[config.mk]
export PLATFORM = sky130hd
export DESIGN_NAME = hrv_rmssd_stream
export DESIGN_NICKNAME = d
export VERILOG_FILES = /design/src/rtl/hrv_rmssd_stream.sv
export SDC_FILE = /design/constraint.sdc
export NUM_CORES = 1
export LEC_CHECK = 0
export BUFFER_PORTS_ARGS = -buffer_cell sky130_fd_sc_hd__clkbuf_2
export CAP_MARGIN = 0
export CORE_ASPECT_RATIO = 1.5
export CORE_MARGIN = 5
export CORE_UTILIZATION = 55
export CTS_CLUSTER_SIZE = 14
export DETAILED_ROUTE_END_ITERATION = 6
export PLACE_DENSITY = 0.83
export SLEW_MARGIN = 40
export SYNTH_ARGS = -nofsm -noshare
export SYNTH_HDL_FRONTEND = slang
export SYNTH_SLANG_ARGS = --single-unit
[constraint.sdc]
create_clock -name clk -period 11.4 [get_ports clk]
set_input_delay 0.57 -clock clk [delete_from_list [all_inputs] [get_ports clk]]
set_output_delay 0.57 -clock clk [all_outputs]
set_load 0.01 [all_outputs]
[src/rtl/hrv_rmssd_stream.sv]
// Streaming RMSSD engine: accumulates squared successive RR differences over
// 2^LOG2_N diffs, then floor(sqrt(mean)) bit-serially. Optional pNN counter: RMSSD_PNN_EN.
module hrv_rmssd_stream #(
  parameter int RR_W       = 12,
  parameter int LOG2_N     = 3,
  parameter int CONTINUOUS = 0,
  parameter int PNN_THRESH = 50
) (
  input  logic              clk,
  input  logic              rst,
  input  logic              start,
  input  logic [RR_W-1:0]   rr_in,
  input  logic              rr_valid,
  output logic              rr_ready,
  output logic [RR_W-1:0]   rmssd_out,
  output logic              done,
  output logic              busy,
  output logic [LOG2_N:0]   pnn_count
);

  localparam int ACC_W = 2*RR_W + LOG2_N;
  localparam int SQ_W  = 2*RR_W;
  localparam int REM_W = RR_W + 2;
  localparam int BIT_W = $clog2(RR_W);
  localparam logic [LOG2_N:0]  CNT_LAST = (LOG2_N+1)'((1 << LOG2_N) - 1);
  localparam logic [BIT_W-1:0] BIT_TOP  = BIT_W'(RR_W - 1);

  typedef enum logic [1:0] {S_IDLE, S_ACC, S_SQRT, S_DONE} state_t;

  state_t            r_state;
  logic [RR_W-1:0]   r_rr_prev;
  logic [ACC_W-1:0]  r_acc;
  logic [LOG2_N:0]   r_cnt;
  logic              r_first;
  logic [SQ_W-1:0]   r_m;
  logic [REM_W-1:0]  r_rem;
  logic [RR_W-1:0]   r_root;
  logic [BIT_W-1:0]  r_bit;
  logic              r_sq_load;
  logic [RR_W-1:0]   r_rmssd;
  logic              r_done;

  logic              w_accept;
  logic              w_lt;
  logic [RR_W-1:0]   w_diff;
  logic [SQ_W-1:0]   w_sq;
  logic [REM_W+1:0]  w_rem_sh;
  logic [REM_W+1:0]  w_trial;
  logic              w_ge;
  logic [REM_W-1:0]  w_rem_nx;
  logic [RR_W-1:0]   w_root_nx;
  logic              w_sqrt_last;

  assign rr_ready  = (r_state == S_ACC);
  assign busy      = (r_state == S_ACC) || (r_state == S_SQRT);
  assign rmssd_out = r_rmssd;
  assign done      = r_done;

  assign w_accept = rr_valid && rr_ready;
  // Absolute difference picked by ordering, so the subtraction never wraps.
  assign w_lt     = rr_in < r_rr_prev;
  assign w_diff   = w_lt ? (r_rr_prev - rr_in) : (rr_in - r_rr_prev);
  assign w_sq     = SQ_W'(w_diff) * SQ_W'(w_diff);

  // Restoring sqrt step: bring down two operand bits, try subtracting 4*root+1.
  assign w_rem_sh    = {r_rem, r_m[SQ_W-1 -: 2]};
  assign w_trial     = {2'b00, r_root, 2'b01};
  assign w_ge        = (w_rem_sh >= w_trial);
  assign w_rem_nx    = REM_W'(w_ge ? (w_rem_sh - w_trial) : w_rem_sh);
  assign w_root_nx   = {r_root[RR_W-2:0], w_ge};
  assign w_sqrt_last = (r_state == S_SQRT) && !r_sq_load && (r_bit == '0);

  // NOTE: state registers take non-blocking assignments only, so every
  // read in this block sees the pre-edge value regardless of statement order.
  always_ff @(posedge clk or posedge rst) begin
    if (rst) begin
      r_state   <= S_IDLE;
      r_rr_prev <= '0;
      r_acc     <= '0;
      r_cnt     <= '0;
      r_first   <= 1'b1;
      r_m       <= '0;
      r_rem     <= '0;
      r_root    <= '0;
      r_bit     <= '0;
      r_sq_load <= 1'b0;
      r_rmssd   <= '0;
      r_done    <= 1'b0;
    end else begin
      r_done <= 1'b0;
      case (r_state)
        S_IDLE: begin
          if (start) begin
            r_acc   <= '0;
            r_cnt   <= '0;
            r_first <= 1'b1;
            r_state <= S_ACC;
          end
        end
        S_ACC: begin
          if (w_accept) begin
            r_rr_prev <= rr_in;
            if (r_first) begin
              r_first <= 1'b0;
            end else begin
              r_acc <= r_acc + ACC_W'(w_sq);
              r_cnt <= r_cnt + (LOG2_N+1)'(1);
              if (r_cnt == CNT_LAST) begin
                r_state   <= S_SQRT;
                r_sq_load <= 1'b1;
              end
            end
          end
        end
        S_SQRT: begin
          if (r_sq_load) begin
            r_sq_load <= 1'b0;
            r_m       <= r_acc[ACC_W-1:LOG2_N];
            r_rem     <= '0;
            r_root    <= '0;
            r_bit     <= BIT_TOP;
          end else begin
            r_rem  <= w_rem_nx;
            r_root <= w_root_nx;
            r_m    <= {r_m[SQ_W-3:0], 2'b00};
            r_bit  <= r_bit - BIT_W'(1);
            if (w_sqrt_last) begin
              r_rmssd <= w_root_nx;
              r_done  <= 1'b1;
              r_state <= S_DONE;
            end
          end
        end
        S_DONE: begin
          r_acc <= '0;
          r_cnt <= '0;
          // Chained frames keep rr_prev so the next sample yields a difference.
          if (CONTINUOUS != 0) begin
            r_first <= 1'b0;
            r_state <= S_ACC;
          end else begin
            r_state <= S_IDLE;
          end
        end
        default: r_state <= S_IDLE;
      endcase
    end
  end

`ifdef RMSSD_PNN_EN
  localparam logic [RR_W-1:0] PNN_T = RR_W'(PNN_THRESH);
  logic [LOG2_N:0] r_pnn_acc;
  logic [LOG2_N:0] r_pnn_out;

  always_ff @(posedge clk or posedge rst) begin
    if (rst) begin
      r_pnn_acc <= '0;
      r_pnn_out <= '0;
    end else begin
      if ((r_state == S_IDLE && start) || r_state == S_DONE)
        r_pnn_acc <= '0;
      else if (w_accept && !r_first && (w_diff > PNN_T))
        r_pnn_acc <= r_pnn_acc + (LOG2_N+1)'(1);
      if (w_sqrt_last)
        r_pnn_out <= r_pnn_acc;
    end
  end

  assign pnn_count = r_pnn_out;
`else
  assign pnn_count = '0;
`endif

endmodule

## Word-level counts from Yosys, hierarchy flattened

Cells that the tools add are included.

- Word-level logic and storage cells: 79
- Output and inout port bits: 19
- Register bits after elaboration: 114
- Bits of input ports: 16

- Add/sub/neg operators: 6
- Bitwise logic cells: 1
- Multiply operators: 1
- Order comparisons: 2
- Reductions and logical operators: 16
- Equal/unequal tests: 10
- Muxes and demuxes: 31

Operator list:

| operator | number |
|---|---|
| 27-bit two-way mux | 3 |
| 27-bit one-hot mux with 3 select lines | 1 |
| 14-bit two-way mux | 2 |
| 27-bit by 24-bit adder with 27-bit output | 1 |
| 12-bit by 12-bit multiplier with 24-bit output | 1 |
| 12-bit two-way mux | 2 |
| 24-bit two-way mux | 1 |
| 12-bit subtractor | 2 |
| 16-bit by 14-bit >= comparator with 1-bit output | 1 |
| 4-bit two-way mux | 4 |
| 14-bit subtractor | 1 |
| 12-bit less-than comparator | 1 |
| 2-bit two-way mux | 6 |
| 4-bit one-hot mux with 3 select lines | 1 |
| 1-bit two-way mux | 8 |
| 2-bit inequality test (second input constant) | 4 |
| 2-bit one-hot mux with 4 select lines | 1 |
| 4-bit AND reduction | 2 |
| 3-bit AND reduction | 2 |
| 6-bit AND reduction | 1 |
| 4-bit by 1-bit adder with 4-bit output (second input constant) | 1 |
| 2-bit equality test (second input constant) | 2 |
| 4-bit by 3-bit equality test with 1-bit output (second input constant) | 1 |
| 4-bit logical NOT | 1 |
| 12 further kinds | 17 |

## Logic depth before layout (Yosys ltp)

- Depth after elaboration: 7
- Mapped depth: 34
- Mapped depth without buffers: 32

## Least setup slack after synthesis

No wires, ideal clock.

- Kind: input-to-reg
- Start point: in rr_in[0]
- End point: reg r_acc[24]
- Setup time: 121 ps
- Data required time: 11279 ps
- Arrival time: 7632 ps
- Slack: 3647 ps
- Stages: 29
- Cells stage by stage: inv_1 > ha_1 > inv_1 > fa_1 > a21o_1 > a221oi_2 > o221a_2 > o21bai_2 > buf_6 > buf_6 > mux2i_4 > xnor2_1 > nor2_1 > fa_1 > fa_1 > fa_1 > fa_1 > inv_1 > fa_1 > inv_1 > ha_1 > and3_1 > and4_1 > a221oi_1 > a2111o_1 > nand3_1 > o31ai_1 > xnor2_1 > a22o_1

- Word-level cells in the longest chain between the ends: 7
- Elaborated cells between the ends (all ways): 9

Ends and longest elaborated chain:

| element | RTL line | RTL |
|---|---|---|
| from (decl) | 12 | `input logic [RR_W-1:0] rr_in,` |
| 12-bit subtractor or 12-bit less-than comparator (tied branches) | 62, 61 |  |
| 12-bit two-way mux * | 62 | `assign w_diff = w_lt ? (r_rr_prev - rr_in) : (rr_in - r_rr_prev);` |
| 12-bit by 12-bit multiplier with 24-bit output * | 63 | `assign w_sq = SQ_W'(w_diff) * SQ_W'(w_diff);` |
| 27-bit by 24-bit adder with 27-bit output * | 106 | `r_acc <= r_acc + ACC_W'(w_sq);` |
| 27-bit two-way mux * | 103 | `if (r_first) begin` |
| 27-bit two-way mux * | 101 | `if (w_accept) begin` |
| 27-bit one-hot mux with 3 select lines * | 91 | `case (r_state)` |
| to (signal assigned) | 106 |  |
| to (decl) | 32 | `logic [ACC_W-1:0] r_acc;` |

Mark *: on every way between the ends. The rest lies on a longest branch, timed or not. The select of a mux whose other input is x is not followed.
A chain may end at the register's enable or synchronous reset.

## Final worst setup path

- Start point: reg r_rr_prev[0]
- End point: reg r_acc[23]

- Word-level cells in the longest chain between the ends: 7
- Elaborated cells between the ends (all ways): 9

Ends and longest elaborated chain:

| element | RTL line | RTL |
|---|---|---|
| from (decl) | 31 | `logic [RR_W-1:0] r_rr_prev;` |
| from (signal assigned) | 102 | `r_rr_prev <= rr_in;` |
| 12-bit subtractor or 12-bit less-than comparator (tied branches) | 62, 61 |  |
| 12-bit two-way mux * | 62 |  |
| 12-bit by 12-bit multiplier with 24-bit output * | 63 |  |
| 27-bit by 24-bit adder with 27-bit output * | 106 |  |
| 27-bit two-way mux * | 103 |  |
| 27-bit two-way mux * | 101 |  |
| 27-bit one-hot mux with 3 select lines * | 91 |  |

Marks and branches as above.

==> flow_summary_export.csv <==
group,metric,value,unit
outcome,status,"finished, final reports clean",
clock_network,ctsResizeCount,0,
route,ant_nets,0,
route,vias_per_cell,5.722,
route,drc,0,
floorplan,std_cell_rows,64,
clock_network,clkSinkCount,114,
final_layout,mostFrequentLayoutCells,"inv_1 (224), dfrtp_1 (112), ha_1 (108)",
timing,fmax,0.1140,GHz
floorplan,core-area,0.02034,mm^2
final_layout,n_antenna_cell,0,
route,drt-total-wl,25660,um
yosys,netlist_area,0.01130,mm^2
yosys,synth_fa_ha_area_share,29.97,%
critical_path,path_depth,28,
yosys,synth_largest_area_cell,"dfrtp_1",
critical_path,worstSetupEndpointType,"register",
floorplan,start_util,55.55,%
final_layout,n_fill_cell,1668,
clock_network,htreeDepth,4,
worst_hold_path,worstHoldPathType,"primary input to async pin",
timing,final_max_slew_viol_count,0,
timing,setup_viol,0,
critical_path,cp-start-kind,"register",
yosys,synth-compound-area-share,12.91,%
clock_network,cts-hold-fix-buffers,0,
yosys,synth_seq_cells,114,
yosys,synthMuxAreaShare,5.692,%
timing,rsz0062_at_grt,"false",
timing,min_period_over_period,76.94,%
critical_path,cp_top_family,"adder cells",
clock_network,cts_tree,"yes",
flow_run,maxCapViolations,0,
clock_network,post_cts_buffers,0,
clock_network,cts_buffers,17,
yosys,ys_top_cells_by_area,"dfrtp_1 (25%), fa_1 (18%), ha_1 (12%), inv_1 (7.5%), nor2_1 (3.3%)",
clock_network,cts_buffer_depth,2,
yosys,synthDistinctLibCells,71,
critical_path,path_class,"register to register",
floorplan,fp.dieH,185.5,um
critical_path,crit_path_top_delay_cell,"fa_1",
final_layout,layout_commonest_cell,"inv_1",
floorplan,die_w,127.0,um
yosys,synth_edf_count,0,
yosys,synth_top_area_share,25.03,%
critical_path,path_common_cell,"fa_1",
yosys,synthSimpleGateAreaFrac,12.05,%
yosys,ys_seq_area_share,25.26,%
yosys,syn_avg_cell_area,9.112,um^2
clock_network,clock-root-buffer,"clkbuf_16",
clock_network,insertion_delay,0.43,ns
route,vias,8749,
yosys,yosys_warnings,0,
final_layout,area_growth,8.427,%
global_route,grt_use_total,22.62,%
timing,period_minus_slack,8.771,ns
timing,tightest_slew,0.8916,ns
placed_design,port_buffers,30,
final_layout,final_nets,1478,
timing,skew,0.01345,ns
clock_network,clk_pin_slew,0.06,ns
timing,finalSetupTns,0,ns
route,drt_iter0_drc,479,
timing,slew-limit-headroom,40.56,%
placed_design,gp_congestion,0.9348,
critical_path,max_stage_delay,0.56,ns
critical_path,reg2reg_setup_slack,2.63,ns
global_route,antenna_found_initial,0,
critical_path,critPathBufInv,5,
floorplan,io_pins,35,
yosys,synth_cells,1240,
critical_path,worstPathRequired,11.72,ns
critical_path,crit_fanout,18,
critical_path,cp.arrival,9.09,ns
global_route,overflow,0,
critical_path,reg2regPathDepth,28,
global_route,grt_pass1_vias,9295,
route,wl_per_cell,16.78,um
floorplan,design.die.area,0.02357,mm^2
yosys,synth_xor_xnor_area_share,4.275,%
timing,hold_viol,0,
yosys,synth_flop_cell,"dfrtp_1",
final_layout,drive_above_1_share,9.802,%
global_route,grt_pass1_wl,43070,um
route,firstDrtPassIters,5,
yosys,synth_top_family_by_area,"adder cells",
placed_design,dpl.hpwl,19430,um
yosys,synthArstFlopShare,100.0,%
global_route,grt_start_max_net_pins,85,
## cell families after synthesis
family / count (synthesis)
AO/OA/AOI/OAI: 224
flip-flops: 114
AND/OR/NAND/NOR: 303
other: 1
XOR/XNOR: 50
adder cells (fa/ha/maj): 210
buffers and inverters: 280
multiplexers: 58
## worst reg2reg max path: cells and delay by family, from the launching register on
kind / cells / cell delay (ns)
XOR/XNOR: 2 / 0.63
flip-flops: 1 / 0.37
AO/OA/AOI/OAI: 12 / 3.39
AND/OR/NAND/NOR: 1 / 0.17
adder cells (fa/ha/maj): 8 / 3.54
buffers and inverters: 5 / 0.54
## flip-flops by register name, summed over array words and instances (netlist names), 2 cells and up
name	flops
r_acc	27
r_cnt	4
rmssd_out	12
r_bit	4
r_rem	14
r_m	24
r_rr_prev	12
r_root	12
r_state	2
## metal layers
metal,routed length [um],global-route usage (%),up-vias
met1,9478,23.43,4342
li1,-,-,4055
met5,0,0,-
met3,949,3.445,101
met2,13940,43.38,251
met4,1288,12.02,0
## synth_stat cells (all sizes together), types with 3 or more instances
cell type and n:
inv 230, dfrtp 113, ha 109, nor2 103, fa 101, nand2 97
a21oi 61, o21ai 45, mux2i 41, xnor2 29, clkbuf 26, buf 23
nand3 23, a21o 21, nor3 21, xor2 21, mux2 17, nand2b 15
o22ai 15, nor2b 12, a22o 11, o31ai 11, or2 9, a211oi 7
a31oi 7, o21bai 7, and3 6, o2bb2ai 6, nand4 4, o41ai 4
a21boi 3, a22oi 3, a41oi 3, and2 3, o21a 3, o221ai 3
## layout make-up
| type | count | area (um^2) | share of cell area [%] |
|---|---|---|---|
| clock buffers | 17 | 425.4 | 3.473 |
| clock inverters | 15 | 160.2 | 1.307 |
| inverters | 231 | 869.6 | 7.098 |
| multi-input cells | 849 | 7386 | 60.29 |
| flip-flops and latches | 114 | 2855 | 23.31 |
| well taps | 264 | 330.3 | 2.696 |
| repair buffers | 39 | 224.0 | 1.828 |
## stage by stage
step / instance area (um^2) / cells / worst slack [ns] / util [%] / hold slack (ns)
global placement: 11630 / 1497 / 2.407 / 57.20 / 0.4556
global route: 12250 / 1529 / 2.231 / 60.23 / 0.1854
finish: 12250 / 1529 / 2.629 / 60.23 / 0.1453
CTS: 12250 / 1529 / 2.804 / 60.21 / 0.1676
detailed placement: 11660 / 1497 / 2.490 / 57.33 / 0.4668
floorplan: 11310 / 1243 / 3.647 / - / 0.4453
## final timing paths
kind | start | to
hold reg to reg | r_acc[1]$_DFFE_PP0P_ | r_acc[1]$_DFFE_PP0P_
hold / removal | rst | r_m[0]$_DFFE_PP0P_
min in group clk | rr_in[11] | r_rr_prev[11]$_DFFE_PP0P_
max in group asynchronous | rst | r_m[22]$_DFFE_PP0P_
setup / recovery | r_rr_prev[0]$_DFFE_PP0P_ | r_acc[23]$_DFFE_PP0P_
setup reg to reg | r_rr_prev[0]$_DFFE_PP0P_ | r_acc[23]$_DFFE_PP0P_
Power is not shown: default switching activity piles up to over one toggle a cycle in this logic, so the estimate is an artifact.
